### src/rtl/temp_sched_pkg.sv
// ============================================================================
//  Module      : temp_sched_pkg
//  Description : Shared FSM state encoding, default parameters and the
//                index-width helper for the temperature zone scheduler.
//  Revision    : 1.0  initial release
// ============================================================================
`default_nettype none

package temp_sched_pkg;

  typedef enum logic [1:0] {
    S_IDLE = 2'd0,
    S_WAIT = 2'd1,
    S_EVAL = 2'd2
  } state_t;

  localparam int DEF_NZONES  = 4;
  localparam int DEF_HYST    = 2;
  localparam int DEF_DWELL   = 3;
  localparam int DEF_TIMEOUT = 16;

  // Bits needed to hold values 0..n-1, never less than one bit.
  function automatic int zone_w(input int n);
    return (n > 1) ? $clog2(n) : 1;
  endfunction

endpackage

`default_nettype wire

### src/rtl/temp_zone_decide.sv
// ============================================================================
//  Module      : temp_zone_decide
//  Description : Heat/cool demand comparator plus dwell hold, time-shared
//                across all zones. TEMP_SCHED_HYST_EN selects the HYST band.
//  Revision    : 1.0  initial release
// ============================================================================
`default_nettype none

module temp_zone_decide
  import temp_sched_pkg::*;
#(
  parameter int HYST  = DEF_HYST,
  parameter int DWELL = DEF_DWELL,
  parameter int DW    = zone_w(DEF_DWELL + 1)
) (
  input  logic [7:0]    i_temp,
  input  logic [7:0]    i_sp,
  input  logic          i_cur_heat,
  input  logic          i_cur_cold,
  input  logic [DW-1:0] i_dwell,
  output logic          o_heat,
  output logic          o_cold,
  output logic [DW-1:0] o_dwell
);

  logic [8:0] w_temp9;
  logic [8:0] w_sp9;
  logic       w_dem_heat;
  logic       w_dem_cold;

  assign w_temp9 = {1'b0, i_temp};
  assign w_sp9   = {1'b0, i_sp};

`ifdef TEMP_SCHED_HYST_EN
  assign w_dem_heat = (w_temp9 + 9'(HYST)) < w_sp9;
  assign w_dem_cold = w_temp9 > (w_sp9 + 9'(HYST));
`else
  logic [8:0] w_unused_hyst;
  assign w_unused_hyst = 9'(HYST);
  assign w_dem_heat    = w_temp9 < w_sp9;
  assign w_dem_cold    = w_temp9 > w_sp9;
`endif

  // A running dwell counter freezes the outputs; only an idle counter may change them.
  always_comb begin
    o_heat  = i_cur_heat;
    o_cold  = i_cur_cold;
    o_dwell = i_dwell;
    if (i_dwell != '0) begin
      o_dwell = i_dwell - DW'(1);
    end else if ({w_dem_heat, w_dem_cold} != {i_cur_heat, i_cur_cold}) begin
      o_heat  = w_dem_heat;
      o_cold  = w_dem_cold;
      o_dwell = DW'(DWELL);
    end
  end

endmodule

`default_nettype wire

### src/rtl/temp_zone_scheduler.sv
// ============================================================================
//  Module      : temp_zone_scheduler
//  Description : Round-robin multi-zone thermostat over one shared sensor bus
//                with read timeout, dwell hold and optional hysteresis
//                (macro TEMP_SCHED_HYST_EN).
//  Revision    : 1.0  initial release
// ============================================================================
`default_nettype none

module temp_zone_scheduler
  import temp_sched_pkg::*;
#(
  parameter int NZONES  = DEF_NZONES,
  parameter int HYST    = DEF_HYST,
  parameter int DWELL   = DEF_DWELL,
  parameter int TIMEOUT = DEF_TIMEOUT
) (
  input  logic                        clk,
  input  logic                        reset,
  input  logic                        enable,
  input  logic [NZONES*8-1:0]         set_point,
  input  logic [7:0]                  temperature,
  input  logic                        sensor_valid,
  output logic                        sensor_req,
  output logic [zone_w(NZONES)-1:0]   sensor_sel,
  output logic [NZONES-1:0]           heat,
  output logic [NZONES-1:0]           cold,
  output logic [NZONES-1:0]           fault,
  output logic                        scan_done
);

  localparam int ZW = zone_w(NZONES);
  localparam int DW = zone_w(DWELL + 1);
  localparam int TW = zone_w(TIMEOUT);

  state_t            r_state;
  state_t            w_state_nxt;
  logic [ZW-1:0]     r_zone;
  logic [TW-1:0]     r_tcnt;
  logic [7:0]        r_temp;
  logic [NZONES-1:0] r_heat;
  logic [NZONES-1:0] r_cold;
  logic [NZONES-1:0] r_fault;
  logic [DW-1:0]     r_dwell [NZONES];
  logic              r_scan_done;

  logic              w_valid_hit;
  logic              w_timeout;
  logic              w_zone_done;
  logic              w_last;
  logic [7:0]        w_sp;
  logic              w_new_heat;
  logic              w_new_cold;
  logic [DW-1:0]     w_new_dwell;

  assign w_valid_hit = (r_state == S_WAIT) && sensor_valid;
  // A valid read on the final WAIT cycle takes priority over the timeout.
  assign w_timeout   = (r_state == S_WAIT) && !sensor_valid && (r_tcnt == TW'(TIMEOUT - 1));
  assign w_zone_done = (r_state == S_EVAL) || w_timeout;
  assign w_last      = (r_zone == ZW'(NZONES - 1));
  assign w_sp        = set_point[{r_zone, 3'b000} +: 8];

  temp_zone_decide #(
    .HYST  (HYST),
    .DWELL (DWELL),
    .DW    (DW)
  ) u_decide (
    .i_temp     (r_temp),
    .i_sp       (w_sp),
    .i_cur_heat (r_heat[r_zone]),
    .i_cur_cold (r_cold[r_zone]),
    .i_dwell    (r_dwell[r_zone]),
    .o_heat     (w_new_heat),
    .o_cold     (w_new_cold),
    .o_dwell    (w_new_dwell)
  );

  always_ff @(posedge clk) begin
    if (reset) r_state <= S_IDLE;
    else       r_state <= w_state_nxt;
  end

  always_comb begin
    w_state_nxt = r_state;
    sensor_req  = 1'b0;
    case (r_state)
      S_IDLE: if (enable) w_state_nxt = S_WAIT;
      S_WAIT: begin
        sensor_req = 1'b1;
        if (sensor_valid)   w_state_nxt = S_EVAL;
        else if (w_timeout) w_state_nxt = enable ? S_WAIT : S_IDLE;
      end
      S_EVAL:  w_state_nxt = enable ? S_WAIT : S_IDLE;
      default: w_state_nxt = S_IDLE;
    endcase
  end

  always_ff @(posedge clk) begin
    if (reset) begin
      r_zone      <= '0;
      r_tcnt      <= '0;
      r_temp      <= '0;
      r_heat      <= '0;
      r_cold      <= '0;
      r_fault     <= '0;
      r_scan_done <= 1'b0;
      for (int i = 0; i < NZONES; i++) r_dwell[i] <= '0;
    end else begin
      r_scan_done <= w_zone_done && w_last;
      if ((r_state == S_WAIT) && !sensor_valid && !w_timeout) r_tcnt <= r_tcnt + TW'(1);
      else                                                    r_tcnt <= '0;
      if (w_valid_hit) r_temp <= temperature;
      if (r_state == S_EVAL) begin
        r_heat[r_zone]  <= w_new_heat;
        r_cold[r_zone]  <= w_new_cold;
        r_dwell[r_zone] <= w_new_dwell;
        r_fault[r_zone] <= 1'b0;
      end else if (w_timeout) begin
        r_heat[r_zone]  <= 1'b0;
        r_cold[r_zone]  <= 1'b0;
        r_dwell[r_zone] <= '0;
        r_fault[r_zone] <= 1'b1;
      end
      if (w_zone_done) r_zone <= w_last ? '0 : r_zone + ZW'(1);
    end
  end

  assign sensor_sel = r_zone;
  assign heat       = r_heat;
  assign cold       = r_cold;
  assign fault      = r_fault;
  assign scan_done  = r_scan_done;

endmodule

`default_nettype wire

### config.mk
export PLATFORM = sky130hd
export DESIGN_NAME = temp_zone_scheduler
export DESIGN_NICKNAME = d
export VERILOG_FILES = /design/src/rtl/temp_sched_pkg.sv /design/src/rtl/temp_zone_decide.sv /design/src/rtl/temp_zone_scheduler.sv
export SDC_FILE = /design/constraint.sdc
export NUM_CORES = 1
export LEC_CHECK = 0
export CORE_ASPECT_RATIO = 1.2
export CORE_MARGIN = 2
export CORE_UTILIZATION = 40
export CTS_CLUSTER_DIAMETER = 120
export DETAILED_ROUTE_END_ITERATION = 8
export PLACE_DENSITY = 0.82
export SLEW_MARGIN = 30
export SYNTH_ARGS = -nofsm -noshare
export SYNTH_HDL_FRONTEND = slang
export SYNTH_SLANG_ARGS = --single-unit
### constraint.sdc
create_clock -name clk -period 3 [get_ports clk]
set_input_delay 0.9 -clock clk [delete_from_list [all_inputs] [get_ports clk]]
set_output_delay 0.9 -clock clk [all_outputs]
set_load 0.03 [all_outputs]
==> Yosys cells after proc, flatten, opt, wreduce, memory -nomap -nowiden <==
Memories as Yosys holds them, arrays and structs flattened. A register that Yosys moved wholly into a read port is not among the register bits.
Cells that the tools add are included.
{ "classes": {"n_addsub": 3, "order_cmp": 4, "n_eq_ne": 7, "shifts": 1, "n_mux": 42, "n_bitwise": 7, "reduce_logical": 15} }
{ "op_table": {"columns": ["op", "count"], "rows": [
  ["$shiftx 32x6->8", 1],
  ["$mux 4", 6],
  ["$mux 2", 11],
  ["$mux 1", 19],
  ["$and 4x4->4", 3],
  ["$bwmux 4", 2],
  ["$gt 8x8->1", 1],
  ["$lt 8x8->1", 1],
  ["$logic_and 1x1->1", 6],
  ["$pmux 2 s3", 1],
  ["$add 4x1->4 const B", 1],
  ["$bmux 1 s2", 2],
  ["$eq 2x2->1 const B", 2],
  ["$eq 4x4->1 const B", 1],
  ["$not 4->4", 1],
  ["$or 4x4->4", 1],
  ["$reduce_bool 2->1", 2],
  ["$reduce_or 2->1", 2],
  ["$lt 2x3->1 const B", 1],
  ["$ne 3x3->1 const B", 1],
  ["$add 2x1->2 const B", 1],
  ["$demux 1 s2", 1],
  ["$eq 2x1->1 const B", 1],
  ["$ge 2x1->1 const B", 1],
  ["9 further kinds", 10]
]} }
{ "totals": {"ff_bits": 29, "ramBits": 8, "output_inout_bits": 16, "n_memories": 1} }
{ "mem_list": {"columns": ["name", "words", "word_bits", "read_ports", "rd_clocked_by_memory_dff", "write_ports", "line_no", "text"], "rows": [
  ["r_dwell", 4, 2, 1, 1, 4, "temp_zone_scheduler.sv:44", "logic [DW-1:0] r_dwell [NZONES];"]
]} }

==> Longest topological paths before layout <==
{ "depth": {"word_depth": 10, "ltp_mapped": 11, "depth_no_buf": 9} }

==> Cells and area by module <==
From an unflattened synthesis, not the netlist that was laid out.
{ "unflattened": {"hier_cells": 230, "area_unflattened_um2": 2413.6} }
{ "modules_own_cells": {"columns": ["module", "instances", "cells_per_inst", "area_each_um2", "seq_area_each_um2"], "rows": [
  ["temp_zone_scheduler", 1, 183, 2005.7, 860.8],
  ["temp_zone_decide", 1, 47, 407.9, 0.0]
]} }

==> Least setup slack after synthesis <==
Ideal clock, no wire load.
{ "synth_timing": {"path_kind": "register to register", "from": "reg r_zone[0], in the netlist sensor_sel[0]", "to": "mem r_dwell[0][1] (netlist name), data pin", "setup_ps": 275, "t_arrival_ps": 3183, "slack_ps": -458, "stages_incl_launch_ff": 12, "path_buffers": 2, "synth_period_minus_slack_ps": 3458, "cell_sequence": "dfxtp_1 buf_6 clkbuf_1 mux4_2 inv_1 ha_1 nor2b_1 o211ai_1 a21oi_1 or4_4 a31oi_4 nor4_1"} }
{ "synth_rtl": {"columns": ["item", "line_no", "text"], "rows": [
  ["start: declaration", "temp_zone_scheduler.sv:38", "logic [ZW-1:0] r_zone;"],
  ["start signal: assignment", "temp_zone_scheduler.sv:124", "if (w_zone_done) r_zone <= w_last ? '0 : r_zone + ZW'(1);"],
  ["end: declaration", "temp_zone_scheduler.sv:44", null]
]} }

==> impl_metrics.toml <==
[yosys]
synth_warnings = 0
synth.most_common_cell = "dfxtp_1"
synth.distinct_cells = 40
synth-async-reset-ratio = 0
syn_inst = 212
ys.flop_type = "dfxtp_1"
synthTopCellsByCount = "dfxtp_1, nand2_1, a21oi_1"
synth_area_per_cell_sq_um = 10.1
yosysSeqAreaShare = 0.402
ys_seq_elements = 39
yosys-top-cells-area = "dfxtp_1, edfxtp_1, ha_1"
yosysTopAreaCellShare = 0.290
synth_nets = 269
synth-edff-count = 8
synth.largest_area_cell = "dfxtp_1"
synth_area_sq_mm = 0.00214

[die]
die_w_um = 70.8
core_sq_mm = 0.00523
start_util = 0.409
die_area_sq_mm = 0.00595
boundaryPins = 60
num_rows = 29
die_y_um = 84.1

[min_path]
hold_path_class = "reg2reg"

[placed_design]
finalWeightedCongestion = 0.846
place_area_sq_mm = 0.00287
dp_hpwl_um = 4040
place_inst = 337
portBuffers = 59

[routing]
drc_errors = 0
first_pass_iters = 4
drt-initial-drc-count = 95
viasPerCell = 5.53
vias = 1918
ant_nets = 0
drt-total-wl_um = 5520
wl_per_cell_um = 15.9

[final_layout]
stdcell_area_sq_mm = 0.00304
antenna_cells = 0
layout.nets = 341
syn_to_final_growth_pct = 42.3
layout-drive-gt1-share = 0.277
n_fill_cell = 455
instances_no_fill = 347

[grt]
grt_max_degree = 33
grt_overflow_total = 0
antenna_found_initial = 0
grt_pass1_wl_um = 9090
grt_pass1_vias = 1870
grt_use_total = 0.194

[power_and_ir_drop]
p_total_mw = 1.09
p_leak_nw = 1.13
powerDensity_mw_per_mm2 = 358
vdd_drop_max_mv = 0.320

[sta]
tightest_slew_ns = 0.326
finalSetupTns_ns = -0.110
slew_headroom = 0.782
rsz0062_at_grt = "true"
fin_ws_ns = -0.0342
finalHoldViolCount = 0
finClkSkew_ns = 0.00797
slew_violations = 0
setup_violations = 4
fin_crit_sh = 1.01
whs_ns = 0.454
max_freq_mhz = 330
final.min_clock_period_ns = 3.03

[setup_path]
critPathMaxFanout = 4
crit_path_end = "r_dwell[1][1]"
start_kind = "input port"
cp-end-kind = "register"
cp.required_ns = 3.05
r2r_slack_ns = 0.10
worst_r2r_path_depth = 9
cp.arrival_ns = 3.08
r2r_end = "r_dwell[1][1]"
critPathLaunch = "set_point[29]"
reg2reg_from = "sensor_sel[0]"
critical_path_class = "in2reg"

[outcome]
failed_checks = "setup timing"
status = "finished with violations"

[clock_network]
cts_num_sinks = 39
insertion_delay_ns = 0.29
cts_hold_buf = 0
cts_tree = "built"
root_buffer = "clkbuf_8"
clk_pin_slew_ns = 0.08
cts_buffers = 5
clock_path_buffers = 2
htree_levels = 2

[job]
maxCapViolations = 0
[kinds of logic after synthesis]
| logic type | after synthesis | share of synthesized area |
|---|---|---|
| multiplexers | 13 | 0.140 |
| AO/OA/AOI/OAI | 44 | 0.153 |
| XOR/XNOR | 3 | 0.0123 |
| flip-flops | 39 | 0.402 |
| buffers and inverters | 24 | 0.0456 |
| adder cells (fa/ha/maj) | 13 | 0.0760 |
| AND/OR/NAND/NOR | 76 | 0.171 |
[report_power, final]
part / leakage, nW / switching [mW] / internal [mW]
clock network: 0.0477 / 0.184 / 0.159
registers: 0.334 / 0.0102 / 0.546
logic: 0.743 / 0.0856 / 0.104
[worst min-delay path by stage]
stage | from | end | cells past startpoint | slack, ns
3_3_place_gp | r_tcnt[0] | r_tcnt[0] | 1 | 0.43
4_1_cts | r_tcnt[0] | r_tcnt[0] | 1 | 0.46
2_1_floorplan | r_tcnt[0] | r_tcnt[0] | 1 | 0.42
6_report | r_tcnt[0] | r_tcnt[0] | 1 | 0.45
5_1_grt | r_tcnt[0] | r_tcnt[0] | 1 | 0.47
3_5_place_dp | r_tcnt[0] | r_tcnt[0] | 1 | 0.44
[through the flow]
stage	util	setup WS, ns
5_1_grt	0.583	-0.0719
3_5_place_dp	0.550	-0.652
4_1_cts	0.577	-0.0183
6_report	0.583	-0.0342
3_3_place_gp	0.550	-0.619
2_1_floorplan	-	-0.166
[what timing repair did]
action / 4_1_cts / 5_1_grt
gates resized for setup: 86 / 4
buffers inserted: 1 / 1
pin swaps: 17 / 5
endpoints found under the setup margin: 15 / 5
[area by class of cell]
class,instances,area [sq um],area share
clock buffers,5,68.8,0.0226
well taps,62,77.6,0.0255
inverters,14,52.6,0.0173
multi-input cells,149,1290,0.423
clock inverters,3,15.0,0.00493
repair buffers,75,678,0.223
flip-flops and latches,39,865,0.284
[critical path: stages]
cell     delay, ns
buf_6         0.09
mux4_2        0.46
inv_2         0.10
ha_4          0.21
a21oi_2       0.13
nor2_1        0.06
a211o_1       0.26
or4_4         0.53
a31oi_4       0.27
nor3_2        0.06
[routing by layer]
metal  GRT usage  share of wire  vias to the layer above
met1       0.240           0.41                      922
met2       0.330           0.52                       62
met5           0              0                        -
met3      0.0495          0.058                        7
li1            -              -                      927
met4      0.0583          0.015                        0
[placed cells by master, fill, tap and decap left out, types with 2 or more instances in the layout]
master           count
clkdlybuf4s50_1     31
dfxtp_1             30
nand2_1             23
buf_4               16
nor2_1              15
a21oi_1             15
mux4_2              12
dlygate4sd2_1       12
nand3_1             10
inv_2                9
edfxtp_1             8
ha_4                 7
nor2b_1              6
ha_1                 6
buf_6                6
inv_1                5
a211oi_1             5
nor3_1               5
clkbuf_8             5
clkdlybuf4s15_1      5
buf_2                5
nand4_1              4
a32oi_1              4
o211ai_1             3
a32o_1               3
clkinv_2             3
nand2b_1             2
a21oi_2              2
xor2_1               2
o21bai_1             2
a31o_2               2
nor3_2               2
Note: power is estimated with default switching activity, not from simulation.
